**config.mk**
```make
export PLATFORM = sky130hd
export DESIGN_NAME = async_fifo
export DESIGN_NICKNAME = d
export VERILOG_FILES = /design/src/rtl/async_fifo_pkg.sv /design/src/rtl/async_fifo_mem.sv /design/src/rtl/async_fifo.sv
export SDC_FILE = /design/constraint.sdc
export NUM_CORES = 1
export LEC_CHECK = 0
export ABC_CLOCK_PERIOD_IN_PS = 2500
export CORE_ASPECT_RATIO = 1.5
export CORE_UTILIZATION = 65
export CTS_BUF_LIST = sky130_fd_sc_hd__clkbuf_8
export DETAILED_ROUTE_END_ITERATION = 10
export DONT_BUFFER_PORTS = 1
export PLACE_DENSITY = 0.86
export SYNTH_ARGS = -nofsm -noshare
export SYNTH_HDL_FRONTEND = slang
export SYNTH_SLANG_ARGS = --single-unit
```
**constraint.sdc**
```tcl
create_clock -name i_clk -period 2.5 [get_ports i_clk]
set_clock_uncertainty 0.2 [all_clocks]
set_input_delay 0.25 -clock i_clk [delete_from_list [all_inputs] [get_ports i_clk]]
set_output_delay 0.25 -clock i_clk [all_outputs]
set_load 0.01 [all_outputs]
```
**src/rtl/async_fifo_pkg.sv**
```systemverilog
// Shared defaults and the address-width helper for the single-clock FIFO.
package async_fifo_pkg;

  localparam int DEFAULT_DATA_WIDTH = 4;
  localparam int DEFAULT_FIFO_DEPTH = 8;

  // Smallest w with 2**w >= depth; usable in constant expressions.
  function automatic int addr_width(input int depth);
    int w;
    w = 0;
    for (int i = 0; i < 31; i++) begin
      if ((1 << i) < depth) w = i + 1;
    end
    return w;
  endfunction

endpackage

```
**src/rtl/async_fifo_mem.sv**
```systemverilog
// FIFO storage: one synchronous write port, one registered read port with enable.
module async_fifo_mem
  import async_fifo_pkg::*;
#(
  parameter int DATA_WIDTH = DEFAULT_DATA_WIDTH,
  parameter int FIFO_DEPTH = DEFAULT_FIFO_DEPTH,
  parameter int AW         = addr_width(FIFO_DEPTH)
) (
  input  logic                  clk,
  input  logic                  rst_n,
  input  logic                  wr_en,
  input  logic [AW-1:0]         wr_addr,
  input  logic [DATA_WIDTH-1:0] wr_data,
  input  logic                  rd_en,
  input  logic [AW-1:0]         rd_addr,
  output logic [DATA_WIDTH-1:0] rd_data
);

  logic [DATA_WIDTH-1:0] mem_reg [FIFO_DEPTH];
  logic [DATA_WIDTH-1:0] rd_data_reg;

  // Array is deliberately left without reset so it maps onto block RAM.
  always_ff @(posedge clk) begin
    if (wr_en) mem_reg[wr_addr] <= wr_data;
  end

  always_ff @(posedge clk) begin
    if (!rst_n) begin
      rd_data_reg <= '0;
    end else if (rd_en) begin
      rd_data_reg <= mem_reg[rd_addr];
    end
  end

  assign rd_data = rd_data_reg;

endmodule

```
**src/rtl/async_fifo.sv**
```systemverilog
// Single-clock FIFO top: pointers, full/empty flags and optional occupancy.
// Define ASYNC_FIFO_COUNT_EN to add the o_count occupancy output.
module async_fifo
  import async_fifo_pkg::*;
#(
  parameter  int DATA_WIDTH = DEFAULT_DATA_WIDTH,
  parameter  int FIFO_DEPTH = DEFAULT_FIFO_DEPTH,
  localparam int AW         = addr_width(FIFO_DEPTH)
) (
  input  logic                  i_clk,
  input  logic                  i_rst_n,
  input  logic                  i_wr_en,
  input  logic [DATA_WIDTH-1:0] i_wr_data,
  input  logic                  i_rd_en,
  output logic [DATA_WIDTH-1:0] o_rd_data,
  output logic                  o_full,
`ifdef ASYNC_FIFO_COUNT_EN
  output logic                  o_empty,
  output logic [AW:0]           o_count
`else
  output logic                  o_empty
`endif
);

  localparam logic [AW:0] PTR_ONE = {{AW{1'b0}}, 1'b1};

  logic [AW:0] wptr_reg, wptr_next;
  logic [AW:0] rptr_reg, rptr_next;
  logic        wr_accept;
  logic        rd_accept;

  // Enables are gated by reset so a reset cycle never touches memory or read data.
  assign wr_accept = i_rst_n && i_wr_en && !o_full;
  assign rd_accept = i_rst_n && i_rd_en && !o_empty;

  always_comb begin
    wptr_next = wptr_reg;
    rptr_next = rptr_reg;
    if (wr_accept) wptr_next = wptr_reg + PTR_ONE;
    if (rd_accept) rptr_next = rptr_reg + PTR_ONE;
  end

  always_ff @(posedge i_clk) begin
    if (!i_rst_n) begin
      wptr_reg <= '0;
      rptr_reg <= '0;
    end else begin
      wptr_reg <= wptr_next;
      rptr_reg <= rptr_next;
    end
  end

  // The extra wrap bit distinguishes full from empty when addresses match.
  assign o_empty = (wptr_reg == rptr_reg);
  assign o_full  = (wptr_reg[AW] != rptr_reg[AW]) &&
                   (wptr_reg[AW-1:0] == rptr_reg[AW-1:0]);

`ifdef ASYNC_FIFO_COUNT_EN
  assign o_count = wptr_reg - rptr_reg;
`endif

  async_fifo_mem #(
    .DATA_WIDTH (DATA_WIDTH),
    .FIFO_DEPTH (FIFO_DEPTH),
    .AW         (AW)
  ) u_mem (
    .clk     (i_clk),
    .rst_n   (i_rst_n),
    .wr_en   (wr_accept),
    .wr_addr (wptr_reg[AW-1:0]),
    .wr_data (i_wr_data),
    .rd_en   (rd_accept),
    .rd_addr (rptr_reg[AW-1:0]),
    .rd_data (o_rd_data)
  );

endmodule

```
Yosys cells after proc, flatten, opt, wreduce, memory -nomap -nowiden

Memories as Yosys holds them, arrays and structs flattened. A register that Yosys moved wholly into a read port is not among the register bits.
Index checks and enable logic that the tools add are counted.

Equality and inequality tests: 3
Add/subtract/negate cells: 2
Muxes and demuxes: 2
Reduce and logical (&&, ||, !) cells: 8

Operators with widths:

| cell                  | count |
|---|---|
| $add A4 B1 Y4 const B | 2 |
| $logic_and A1 B1 Y1   | 5 |
| $eq A4 B4 Y1          | 1 |
| $eq A3 B3 Y1          | 1 |
| $logic_not A1 Y1      | 3 |
| $mux W1               | 2 |
| $ne A1 B1 Y1          | 1 |

Memory bits (writable): 32
Register bits: 8
Word-level logic and storage cells: 18
Output and inout port bits: 6
Input bits: 8
Memories kept: 1

Memories:

| memory        | depth | bits a word | read ports | clocked after memory_dff | wr ports | RTL line             | RTL |
|---|---|---|---|---|---|---|---|
| u_mem.mem_reg | 8     | 4           | 1          | 1                        | 1        | async_fifo_mem.sv:19 | `logic [DATA_WIDTH-1:0] mem_reg [FIFO_DEPTH];` |

Depth between registers and ports, before layout

Gate-level depths: netlist (run 1).

Word-level depth: 6
Mapped depth: 6
Depth with buffers taken out: 4

By module

Synthesis (run 1) repeated with hierarchy kept, for this count alone.

Cell total of the unflattened synthesis: 146
Area, all modules: 2021.9 um^2

By module, submodules not included:

| module         | area each (um^2) | instances | cells an instance | seq. area each (um^2) |
|---|---|---|---|---|
| async_fifo_mem | 1421.4           | 1         | 79                | 1041.0 |
| async_fifo     | 600.6            | 1         | 67                | 160.2 |

Worst setup path before layout (run 1)

OpenSTA, ideal clock, no wires.

Kind: register to register
Start: register wptr_reg[0]
End: memory u_mem.mem_reg[4][0] (netlist name) (enable)
Setup slack: 542 ps
Data required time: 1939 ps
Cell stages (with the launch flop): 6
Arrival time: 1396 ps
Path buffers: 1
Clock period less this slack: 1958 ps
Cell sequence: dfxtp_1 > buf_4 > xnor2_2 > a41oi_4 > nand2_1 > nor3_1

Longest elaborated chain between the ends: 6

RTL lines:

| element                       | RTL line             | RTL |
|---|---|---|
| start, declared               | async_fifo.sv:27     | `logic [AW:0] wptr_reg, wptr_next;` |
| start signal, assigned        | async_fifo.sv:48     | `wptr_reg <= wptr_next;` |
| $eq A3 B3 Y1                  | async_fifo.sv:56     | `(wptr_reg[AW-1:0] == rptr_reg[AW-1:0]);` |
| $logic_and A1 B1 Y1           | async_fifo.sv:55     | `assign o_full = (wptr_reg[AW] != rptr_reg[AW]) &&` |
| $logic_not A1 Y1              | async_fifo.sv:33     | `assign wr_accept = i_rst_n && i_wr_en && !o_full;` |
| $logic_and A1 B1 Y1           | async_fifo.sv:33     |  |
| $mux W1                       | async_fifo_mem.sv:24 | `if (wr_en) mem_reg[wr_addr] <= wr_data;` |
| $mux W1 (implied by the code) | async_fifo_mem.sv:24 |  |
| end, declared                 | async_fifo_mem.sv:19 |  |

Parallel ways exist; a longest one is shown, timed or not.

Worst setup path after layout (run 1)

Start: register wptr_reg[0]
End: memory u_mem.mem_reg[4][1] (netlist name) (enable)

The elaborated chain is that of the path after synthesis.

==> results of run 1 <==
-- power by group through the flow --
stage	clock (mW)	combinational [mW]	sequential (mW)
global route	0.589	0.260	0.868
finish	0.554	0.242	0.863
floorplan	0	0.213	0.860
CTS	0.560	0.244	0.863
detailed placement	0	0.225	0.879
global placement	0	0.209	0.877
-- cell type report --
cell class	count	area, um2	share of cell area [%]
sequential	44	1200	58.0
multi-input combinational	70	621	30.0
timing repair buffer	9	80.1	3.87
clock buffer	5	68.8	3.32
clock inverter	3	46.3	2.24
tap	37	46.3	2.24
inverter	2	7.51	0.363
-- synthesized netlist by cell type, drive strengths merged, types with 3 or more instances --
| cell type | count |
|---|---|
| a21oi | 4 |
| buf | 7 |
| dfxtp | 12 |
| edfxtp | 32 |
| mux2i | 9 |
| mux4 | 8 |
| nand2 | 14 |
| nand2b | 5 |
| nor2 | 5 |
| nor3 | 4 |
| o21ai | 6 |
| xnor2 | 4 |
| xor2 | 3 |
-- through the flow --
step | std cells | power, mW | util, %
finish | 170 | 1.66 | 76.5
global route | 170 | 1.72 | 76.5
CTS | 170 | 1.67 | 76.5
detailed placement | 157 | 1.10 | 70.4
global placement | 157 | 1.09 | 70.4
floorplan | 123 | 1.07 | -
-- path summary, 6_finish.rpt --
check | start | to | slack (ns) | cells past startpoint
max reg2reg | wptr_reg[0] | u_mem.mem_reg[4][1] | 0.22 | 4
min reg2reg | wptr_reg[3] | wptr_reg[3] | 0.31 | 1
min | i_rd_en | u_mem.rd_data[2] | 0.07 | 3
max | wptr_reg[0] | u_mem.mem_reg[4][1] | 0.22 | 4
-- kinds of logic after synthesis --
group / after synthesis / synth area share (%)
AO/OA/AOI/OAI: 12 / 5.00
buffers and inverters: 9 / 3.00
multiplexers: 17 / 14.4
adder cells (fa/ha/maj): 2 / 1.33
XOR/XNOR: 7 / 4.06
flip-flops: 44 / 64.0
AND/OR/NAND/NOR: 32 / 8.26
-- worst reg2reg max path, cell delays in order, from the launching register on --
cell     delay [ns]
dfxtp_1        0.60
xnor2_2        0.16
a41oi_4        0.36
nand2_1        0.14
nor3_1         0.46
-- per-layer routing --
layer / vias up / share of wire [%] / wire, um
met2: 27 / 55 / 1860
met1: 500 / 37 / 1260
li1: 476 / - / -
met3: 13 / 3.8 / 130
met4: 0 / 3.9 / 132
met5: - / 0 / 0
==> results.txt, run 1 <==
Power Density -> 801 mW/mm2
Routed vias/inst -> 5.98
Sequential share of the synthesized area -> 64.0%
Antenna diode count -> 0
CP required -> 2.25 ns
CP arrival -> 2.03 ns
Leak -> 0.722 nW
Layout cells sized above 1 -> 19.5%
DRC viols -> 0
Largest register FFs -> 32
Die span in y -> 67.8 um
Pin count of the biggest net entering global routing -> 16
Post-synth top area share -> 51.2%
CTS resizes -> 0
Buffer and inverter count on the worst path -> 0
Peak VDD IR -> 0.000615 V
Core footprint -> 0.00271 mm2
CP max stage delay -> 0.60 ns
Nets -> 142
Leading cell type in the layout, fill and taps excluded -> edfxtp_1
Final worst slack -> 0.217 ns
Max-Cap Viols -> 0
RSZ-0062 raised after global routing -> false
Vias in the first global route -> 1072
Final min period -> 2.28 ns
Hold WC Path Type -> input pin to flop
CP top delay family -> simple AND/OR/NAND/NOR gates
DR iter-0 viols -> 41
CTS root buf -> clkbuf_8
Top FF cell, synth -> edfxtp_1
Most frequent cells in the layout -> edfxtp_1, nand2_1, dfxtp_1, mux2i_1, mux4_2
Critical Path Source Type -> flop
Setup Fix Bufs, Post-CTS -> 0
Switch Pwr -> 0.432 mW
Via count -> 1016
Maximum fanout along the worst path -> 11
Placement Cell Area -> 0.00191 mm2
CP cell instances -> xnor2_2, a41oi_4, nand2_1, nor3_1
Setup TNS -> 0 ns
Syn_nets -> 133
Inserted Clock Buffers -> 5
Syn Inst Count -> 123
Worst hold slack -> 0.0745 ns
Met3 Resource Use GR -> 10.0%
CTS Sinks -> 44
Most used routing layer -> met2
Routability-driven placement congestion ratio -> 0.786
Status -> completed
Switching portion of total power -> 26.1%
Global Route met2 Usage -> 44.4%
Synthesized area per cell -> 15.3 um2
Grt total ovfl -> 0
Worst Max-Slew Pin Slew -> 0.589 ns
Combinational share of power -> 14.6%
Netlist cell types -> 26
Die width -> 45.9 um
Area delta synth->final -> 10.3%
Hold Vio Cnt, Final -> 0
Clk pwr share -> 33.4%
CTS tree -> done
Avg WL per Cell -> 19.9 um
Wirelength, routed -> 3380 um
First-pass GRT wire length -> 5130 um
IO buf count -> 0
Syn Std Cell Area -> 0.00188 mm2
Initial antenna violation count -> 0
Pre-CTS WS -> 0.199 ns
YS warnings -> 0
DIE AREA -> 0.00311 mm2
Synth area leader -> edfxtp_1
EDFF count, synth -> 32
Reg power frac -> 52.0%
Async S/R FF share, synth -> 0%
Slowest CP cell -> dfxtp_1
Critical path class -> flop to flop
H-tree depth -> 2
Max clock buf depth -> 2
Boundary Pins -> 14
Register bit count reported by yosys -> 44
GRT Total Usage -> 26.2%
Design area -> 0.00207 mm2
P_int -> 1.23 mW
Achievable frequency -> 0.438 GHz
Pre-Repair DR Iteration Count -> 4
Antenna Nets Post-Route -> 0
Clock latency on the worst-skew pair -> 0.31 ns
GR Util met1 -> 25.9%
DP HPWL -> 2330 um
Slew Viols, Final -> 0
Cts hold-fix bufs -> 5
Part of the cycle the worst path needs -> 91.3%
Crit end category -> flop
Fill count -> 181
Setup violators final -> 0
CTS clk-pin slew, worst paths -> 0.08 ns
Max_slew headroom -> 60.8%
Starting density of the core -> 69.4%
Row Count -> 23
Largest cells by area after synthesis -> edfxtp_1, dfxtp_1, mux4_2
Power figures use the tool's default switching activity.
==> run 2: changes to the inputs <==
ABC_CLOCK_PERIOD_IN_PS = 2400   (was 2500)
clock period = 2.4 ns   (was 2.5 ns; I/O delays follow)
==> run 2 against run 1 <==
  * Combinational power is essentially flat
  * Maximum frequency grew 3.0%
  * Total power shrank 5.3%
  * Critical path depth is the same
  * Register-to-register slack lost 0.03 ns
  * Sequential power grew 4.2%
  * Die area is the same
  * Utilization shrank 0.88 points
  * Setup slack lost 0.033 ns
  * Largest power group unchanged
==> results.txt, run 2 (synthesis results as in run 1) <==
Status -> completed (unchanged)
IO buf count -> 0 (unchanged)
CTS tree -> done (unchanged)
Worst Max-Slew Pin Slew -> 0.562 ns (was 0.589 ns)
Cts hold-fix bufs -> 5 (unchanged)
Peak VDD IR -> 0.000716 V (was 0.000615 V)
Initial antenna violation count -> 0 (unchanged)
Clock latency on the worst-skew pair -> 0.30 ns (was 0.31 ns)
Nets -> 143 (was 142)
Core footprint -> 0.00271 mm2 (unchanged)
Leak -> 0.715 nW (was 0.722 nW)
Switch Pwr -> 0.410 mW (was 0.432 mW)
P_int -> 1.16 mW (was 1.23 mW)
Layout cells sized above 1 -> 18.7% (was 19.5%)
Setup TNS -> 0 ns (unchanged)
Pin count of the biggest net entering global routing -> 16 (unchanged)
Clk pwr share -> 27.4% (was 33.4%)
Switching portion of total power -> 26.1% (about the same)
Die span in y -> 67.8 um (unchanged)
CP required -> 2.16 ns (was 2.25 ns)
Inserted Clock Buffers -> 5 (unchanged)
CTS root buf -> clkbuf_8 (unchanged)
Grt total ovfl -> 0 (unchanged)
CTS resizes -> 0 (unchanged)
Area delta synth->final -> 8.99% (was 10.3%)
Antenna Nets Post-Route -> 0 (unchanged)
RSZ-0062 raised after global routing -> false (unchanged)
Maximum fanout along the worst path -> 11 (unchanged)
CTS Sinks -> 44 (unchanged)
Setup violators final -> 0 (unchanged)
Achievable frequency -> 0.451 GHz (was 0.438 GHz)
Routed vias/inst -> 5.88 (was 5.98)
CP arrival -> 1.98 ns (was 2.03 ns)
Avg WL per Cell -> 18.6 um (was 19.9 um)
Part of the cycle the worst path needs -> 92.4% (was 91.3%)
Boundary Pins -> 14 (unchanged)
Hold Vio Cnt, Final -> 0 (unchanged)
Setup Fix Bufs, Post-CTS -> 0 (unchanged)
Combinational share of power -> 15.4% (was 14.6%)
Most frequent cells in the layout -> edfxtp_1, nand2_1, dfxtp_1, mux2i_1, mux4_2 (unchanged)
GRT Total Usage -> 24.1% (was 26.2%)
Power Density -> 768 mW/mm2 (was 801 mW/mm2)
Row Count -> 23 (unchanged)
Pre-Repair DR Iteration Count -> 4 (unchanged)
Final min period -> 2.22 ns (was 2.28 ns)
Max clock buf depth -> 2 (unchanged)
Hold WC Path Type -> input pin to flop (unchanged)
Crit end category -> flop (unchanged)
H-tree depth -> 2 (unchanged)
CTS clk-pin slew, worst paths -> 0.08 ns (about the same)
Antenna diode count -> 0 (unchanged)
DR iter-0 viols -> 36 (was 41)
Critical Path Source Type -> flop (unchanged)
Routability-driven placement congestion ratio -> 0.761 (was 0.786)
Max_slew headroom -> 62.6% (was 60.8%)
DRC viols -> 0 (unchanged)
Reg power frac -> 57.2% (was 52.0%)
Starting density of the core -> 69.4% (unchanged)
Critical path class -> flop to flop (unchanged)
Slew Viols, Final -> 0 (unchanged)
Worst hold slack -> 0.0696 ns (was 0.0745 ns)
First-pass GRT wire length -> 4880 um (was 5130 um)
Die width -> 45.9 um (unchanged)
Max-Cap Viols -> 0 (unchanged)
DIE AREA -> 0.00311 mm2 (unchanged)
Placement Cell Area -> 0.00191 mm2 (about the same)
Leading cell type in the layout, fill and taps excluded -> edfxtp_1 (unchanged)
Wirelength, routed -> 3170 um (was 3380 um)
Largest register FFs -> 32 (unchanged)
Vias in the first global route -> 1049 (was 1072)
Fill count -> 180 (was 181)
Via count -> 1006 (was 1016)
DP HPWL -> 2250 um (was 2330 um)
Design area -> 0.00205 mm2 (was 0.00207 mm2)
## run 2: power groups by stage
stage / Combinational (mW) / Sequential (mW) / Clock [mW]
after detailed placement: 0.225 / 0.917 / 0
after CTS: 0.242 / 0.900 / 0.442
after global placement: 0.218 / 0.913 / 0
after global routing: 0.262 / 0.905 / 0.465
final: 0.242 / 0.899 / 0.430
after floorplan: 0.222 / 0.896 / 0
## run 2: routing by layer
metal	GRT usage [%]	wire, um
met5	0	0
met4	12.1	69
met3	7.39	188
met2	41.9	1770
met1	25.5	1150
## run 2: final timing paths
path | to | slack, ns | start | depth (start not counted)
min reg2reg | rptr_reg[3] | 0.32 | rptr_reg[3] | 2
max | u_mem.mem_reg[6][0] | 0.18 | wptr_reg[0] | 4
max reg2reg | u_mem.mem_reg[6][0] | 0.18 | wptr_reg[0] | 4
min | u_mem.rd_data[2] | 0.07 | i_rd_en | 3
## run 2: area by class of cell
| class | instances | area, um2 | area share [%] |
|---|---|---|---|
| multi-input combinational | 70 | 621 | 30.3 |
| timing repair buffer | 10 | 87.6 | 4.28 |
| clock buffer | 5 | 68.8 | 3.36 |
| clock inverter | 3 | 15.0 | 0.733 |
| tap | 37 | 46.3 | 2.26 |
| sequential | 44 | 1200 | 58.7 |
| inverter | 2 | 7.51 | 0.367 |
## run 2: worst max-delay path, stage by stage, from the launching register on
cell	delay, ns
dfxtp_1	0.62
xnor2_2	0.16
a41oi_4	0.39
nand2_1	0.17
nor2_1	0.33
## run 2: stage by stage
step                utilization, %  cells  power (mW)  setup slack (ns)
floorplan                        -    123        1.12             0.442
global placement              70.7    158        1.13             0.415
detailed placement            70.7    158        1.14             0.235
CTS                           75.7    171        1.58             0.218
global route                  75.7    171        1.63            0.0834
finish                        75.7    171        1.57             0.183
==> run 3: changes to the inputs <==
CORE_ASPECT_RATIO = not set   (was 1.5)
==> run 3 against run 2 <==
  * Clock power grew 3%
  * Via count grew 3.9%
  * Maximum frequency grew 3.3%
  * Register-to-register slack gained 0.18 ns
  * Non-clock buffer count grew 1
  * Final cell count shrank 2.9%
  * Utilization shrank 1.3 points
  * Global-route usage grew 1.6 points
  * Cell area grew 0.18%
  * Sequential power shrank 0.7%
  * Critical path depth shrank 1
  * Critical path type is now flop to output pin
==> results.txt, run 3 (synthesis results as in run 1) <==
Status -> completed (unchanged)
Routability-driven placement congestion ratio -> 0.804 (was 0.761)
Vias in the first global route -> 1037 (was 1049)
Pin count of the biggest net entering global routing -> 16 (unchanged)
Critical path class -> flop to output pin (was flop to flop)
Peak VDD IR -> 0.000666 V (was 0.000716 V)
IO buf count -> 0 (unchanged)
Leading cell type in the layout, fill and taps excluded -> edfxtp_1 (unchanged)
Initial antenna violation count -> 0 (unchanged)
Sequential cell area -> 0.00120 mm2 (unchanged)
Met3 Resource Use GR -> 8.37% (was 7.39%)
CTS clk-pin slew, worst paths -> 0.08 ns (about the same)
Pre-Repair DR Iteration Count -> 4 (unchanged)
Achievable frequency -> 0.466 GHz (was 0.451 GHz)
CTS tree -> done (unchanged)
FF-to-FF Start -> wptr_reg[1] (was wptr_reg[0])
CTS resizes -> 0 (unchanged)
Post-Layout Cell Count -> 166 (was 171)
Most frequent cells in the layout -> edfxtp_1, nand2_1, dfxtp_1, mux2i_1, mux4_2 (unchanged)
DRC viols -> 0 (unchanged)
Boundary Pins -> 14 (unchanged)
Final min period -> 2.15 ns (was 2.22 ns)
Grt total ovfl -> 0 (unchanged)
P_int -> 1.17 mW (was 1.16 mW)
Worst setup startpoint -> wptr_reg[2] (was wptr_reg[0])
Die width -> 55.8 um (was 45.9 um)
Antenna diode count -> 0 (unchanged)
Setup violators final -> 0 (unchanged)
GRT Total Usage -> 25.7% (was 24.1%)
Hold WC Path Type -> input pin to flop (unchanged)
Power Total -> 1.59 mW (was 1.57 mW)
Pre-CTS WS -> 0.345 ns (was 0.235 ns)
Max clock buf depth -> 2 (unchanged)
Combinational share of power -> 16.1% (was 15.4%)
Placement Cell Area -> 0.00191 mm2 (unchanged)
Part of the cycle the worst path needs -> 89.4% (was 92.4%)
Setup TNS -> 0 ns (unchanged)
CP Capture Point -> o_empty (was u_mem.mem_reg[6][0])
Critical Path Source Type -> flop (unchanged)
Power Density -> 776 mW/mm2 (was 768 mW/mm2)
Maximum fanout along the worst path -> 6 (was 11)
Fill count -> 162 (was 180)
DR iter-0 viols -> 40 (was 36)
RSZ-0062 raised after global routing -> false (unchanged)
DP HPWL -> 2430 um (was 2250 um)
Crit end category -> output pin (was flop)
Avg WL per Cell -> 20.5 um (was 18.6 um)
Setup Fix Bufs, Post-CTS -> 0 (unchanged)
Worst hold slack -> 0.0609 ns (was 0.0696 ns)
First-pass GRT wire length -> 5540 um (was 4880 um)
Largest register FFs -> 32 (unchanged)
CP required -> 1.96 ns (was 2.16 ns)
Leak -> 0.715 nW (about the same)
CTS root buf -> clkbuf_8 (unchanged)
CP arrival -> 1.71 ns (was 1.98 ns)
Area delta synth->final -> 9.19% (was 8.99%)
Final Core Density -> 74.4% (was 75.7%)
Inserted Clock Buffers -> 5 (unchanged)
Max-Cap Viols -> 0 (unchanged)
CTS Sinks -> 44 (unchanged)
Switch Pwr -> 0.423 mW (was 0.410 mW)
Antenna Nets Post-Route -> 0 (unchanged)
Setup slack, reg-to-reg -> 0.36 ns (was 0.18 ns)
Via count -> 1045 (was 1006)
Clock latency on the worst-skew pair -> 0.29 ns (was 0.30 ns)
Starting density of the core -> 68.1% (was 69.4%)
GR Util met1 -> 32.6% (was 25.5%)
Routed vias/inst -> 6.30 (was 5.88)
Max_slew headroom -> 62.2% (was 62.6%)
Worst Max-Slew Pin Slew -> 0.563 ns (was 0.562 ns)
Slew Viols, Final -> 0 (unchanged)
DIE AREA -> 0.00311 mm2 (about the same)
H-tree depth -> 2 (unchanged)
Row Count -> 19 (was 23)
Layout cells sized above 1 -> 20.0% (was 18.7%)
Wirelength, routed -> 3410 um (was 3170 um)
Reg power frac -> 56.1% (was 57.2%)
Multi-input logic area -> 621 um2 (unchanged)
Nets -> 144 (was 143)
Switching portion of total power -> 26.6% (was 26.1%)
Final worst slack -> 0.254 ns (was 0.183 ns)
Reg2Reg Capture Point -> u_mem.mem_reg[2][0] (was u_mem.mem_reg[6][0])
Clk pwr share -> 27.8% (was 27.4%)
Hold Vio Cnt, Final -> 0 (unchanged)
Most used routing layer -> met2 (unchanged)
Die span in y -> 55.8 um (was 67.8 um)
Inst Count DP -> 153 (was 158)
Global Route met2 Usage -> 41.3% (was 41.9%)
Reg2reg path depth -> 5 (was 4)
Core footprint -> 0.00276 mm2 (was 0.00271 mm2)
Design area -> 0.00205 mm2 (about the same)
==> run 3: cell types whose count changed in the layout (fill, tap and decap cells not counted), sizes merged <==
cell,change
clkinvlp,+1
buf,+1
inv,-1
==> run 3: area by class of cell <==
| cell class | count | share of cell area (%) |
|---|---|---|
| Clock buffer | 5 | 3.36 |
| Clock inverter | 3 | 0.915 |
| Tap cell | 31 | 1.89 |
| Multi-Input combinational cell | 70 | 30.3 |
| Sequential cell | 44 | 58.6 |
| Inverter | 2 | 0.366 |
| Timing Repair Buffer | 11 | 4.64 |
==> run 3: worst min path at each step <==
stage                             from                   to  slack [ns]  cells past startpoint
final                          i_rd_en     u_mem.rd_data[0]        0.06                      3
after global routing           i_rd_en     u_mem.rd_data[1]        0.11                      3
after CTS                      i_rd_en     u_mem.rd_data[1]        0.06                      3
after detailed placement  i_wr_data[1]  u_mem.mem_reg[1][1]        0.14                      0
after global placement    i_wr_data[2]  u_mem.mem_reg[1][2]        0.14                      0
after floorplan           i_wr_data[0]  u_mem.mem_reg[0][0]        0.14                      0
==> run 3: routing by layer <==
metal	vias up	routed length, um	part of all wire [%]
met2	37	1720	50
met5	-	0	0
li1	477	-	-
met3	7	212	6.2
met1	524	1410	41
met4	0	61	1.8
==> run 3: power groups by stage <==
stage	Clock (mW)	Sequential (mW)	Combinational, mW
2_1_floorplan	0	0.896	0.222
3_3_place_gp	0	0.909	0.223
6_report	0.443	0.893	0.256
5_1_grt	0.480	0.898	0.282
3_5_place_dp	0	0.911	0.233
4_1_cts	0.452	0.894	0.251
==> run 3: worst max-delay path, stage by stage (launching register included) <==
cell and delay (ns):
dfxtp_1 0.38, xnor2_1 0.43, nand2_1 0.17, nor3_1 0.43
==> run 3: what timing repair did <==
action / in CTS / in global routing
hold buffers: 5 / 0
hold endpoints to repair: 44 / 0
endpoints found under the setup margin: 0 / 0
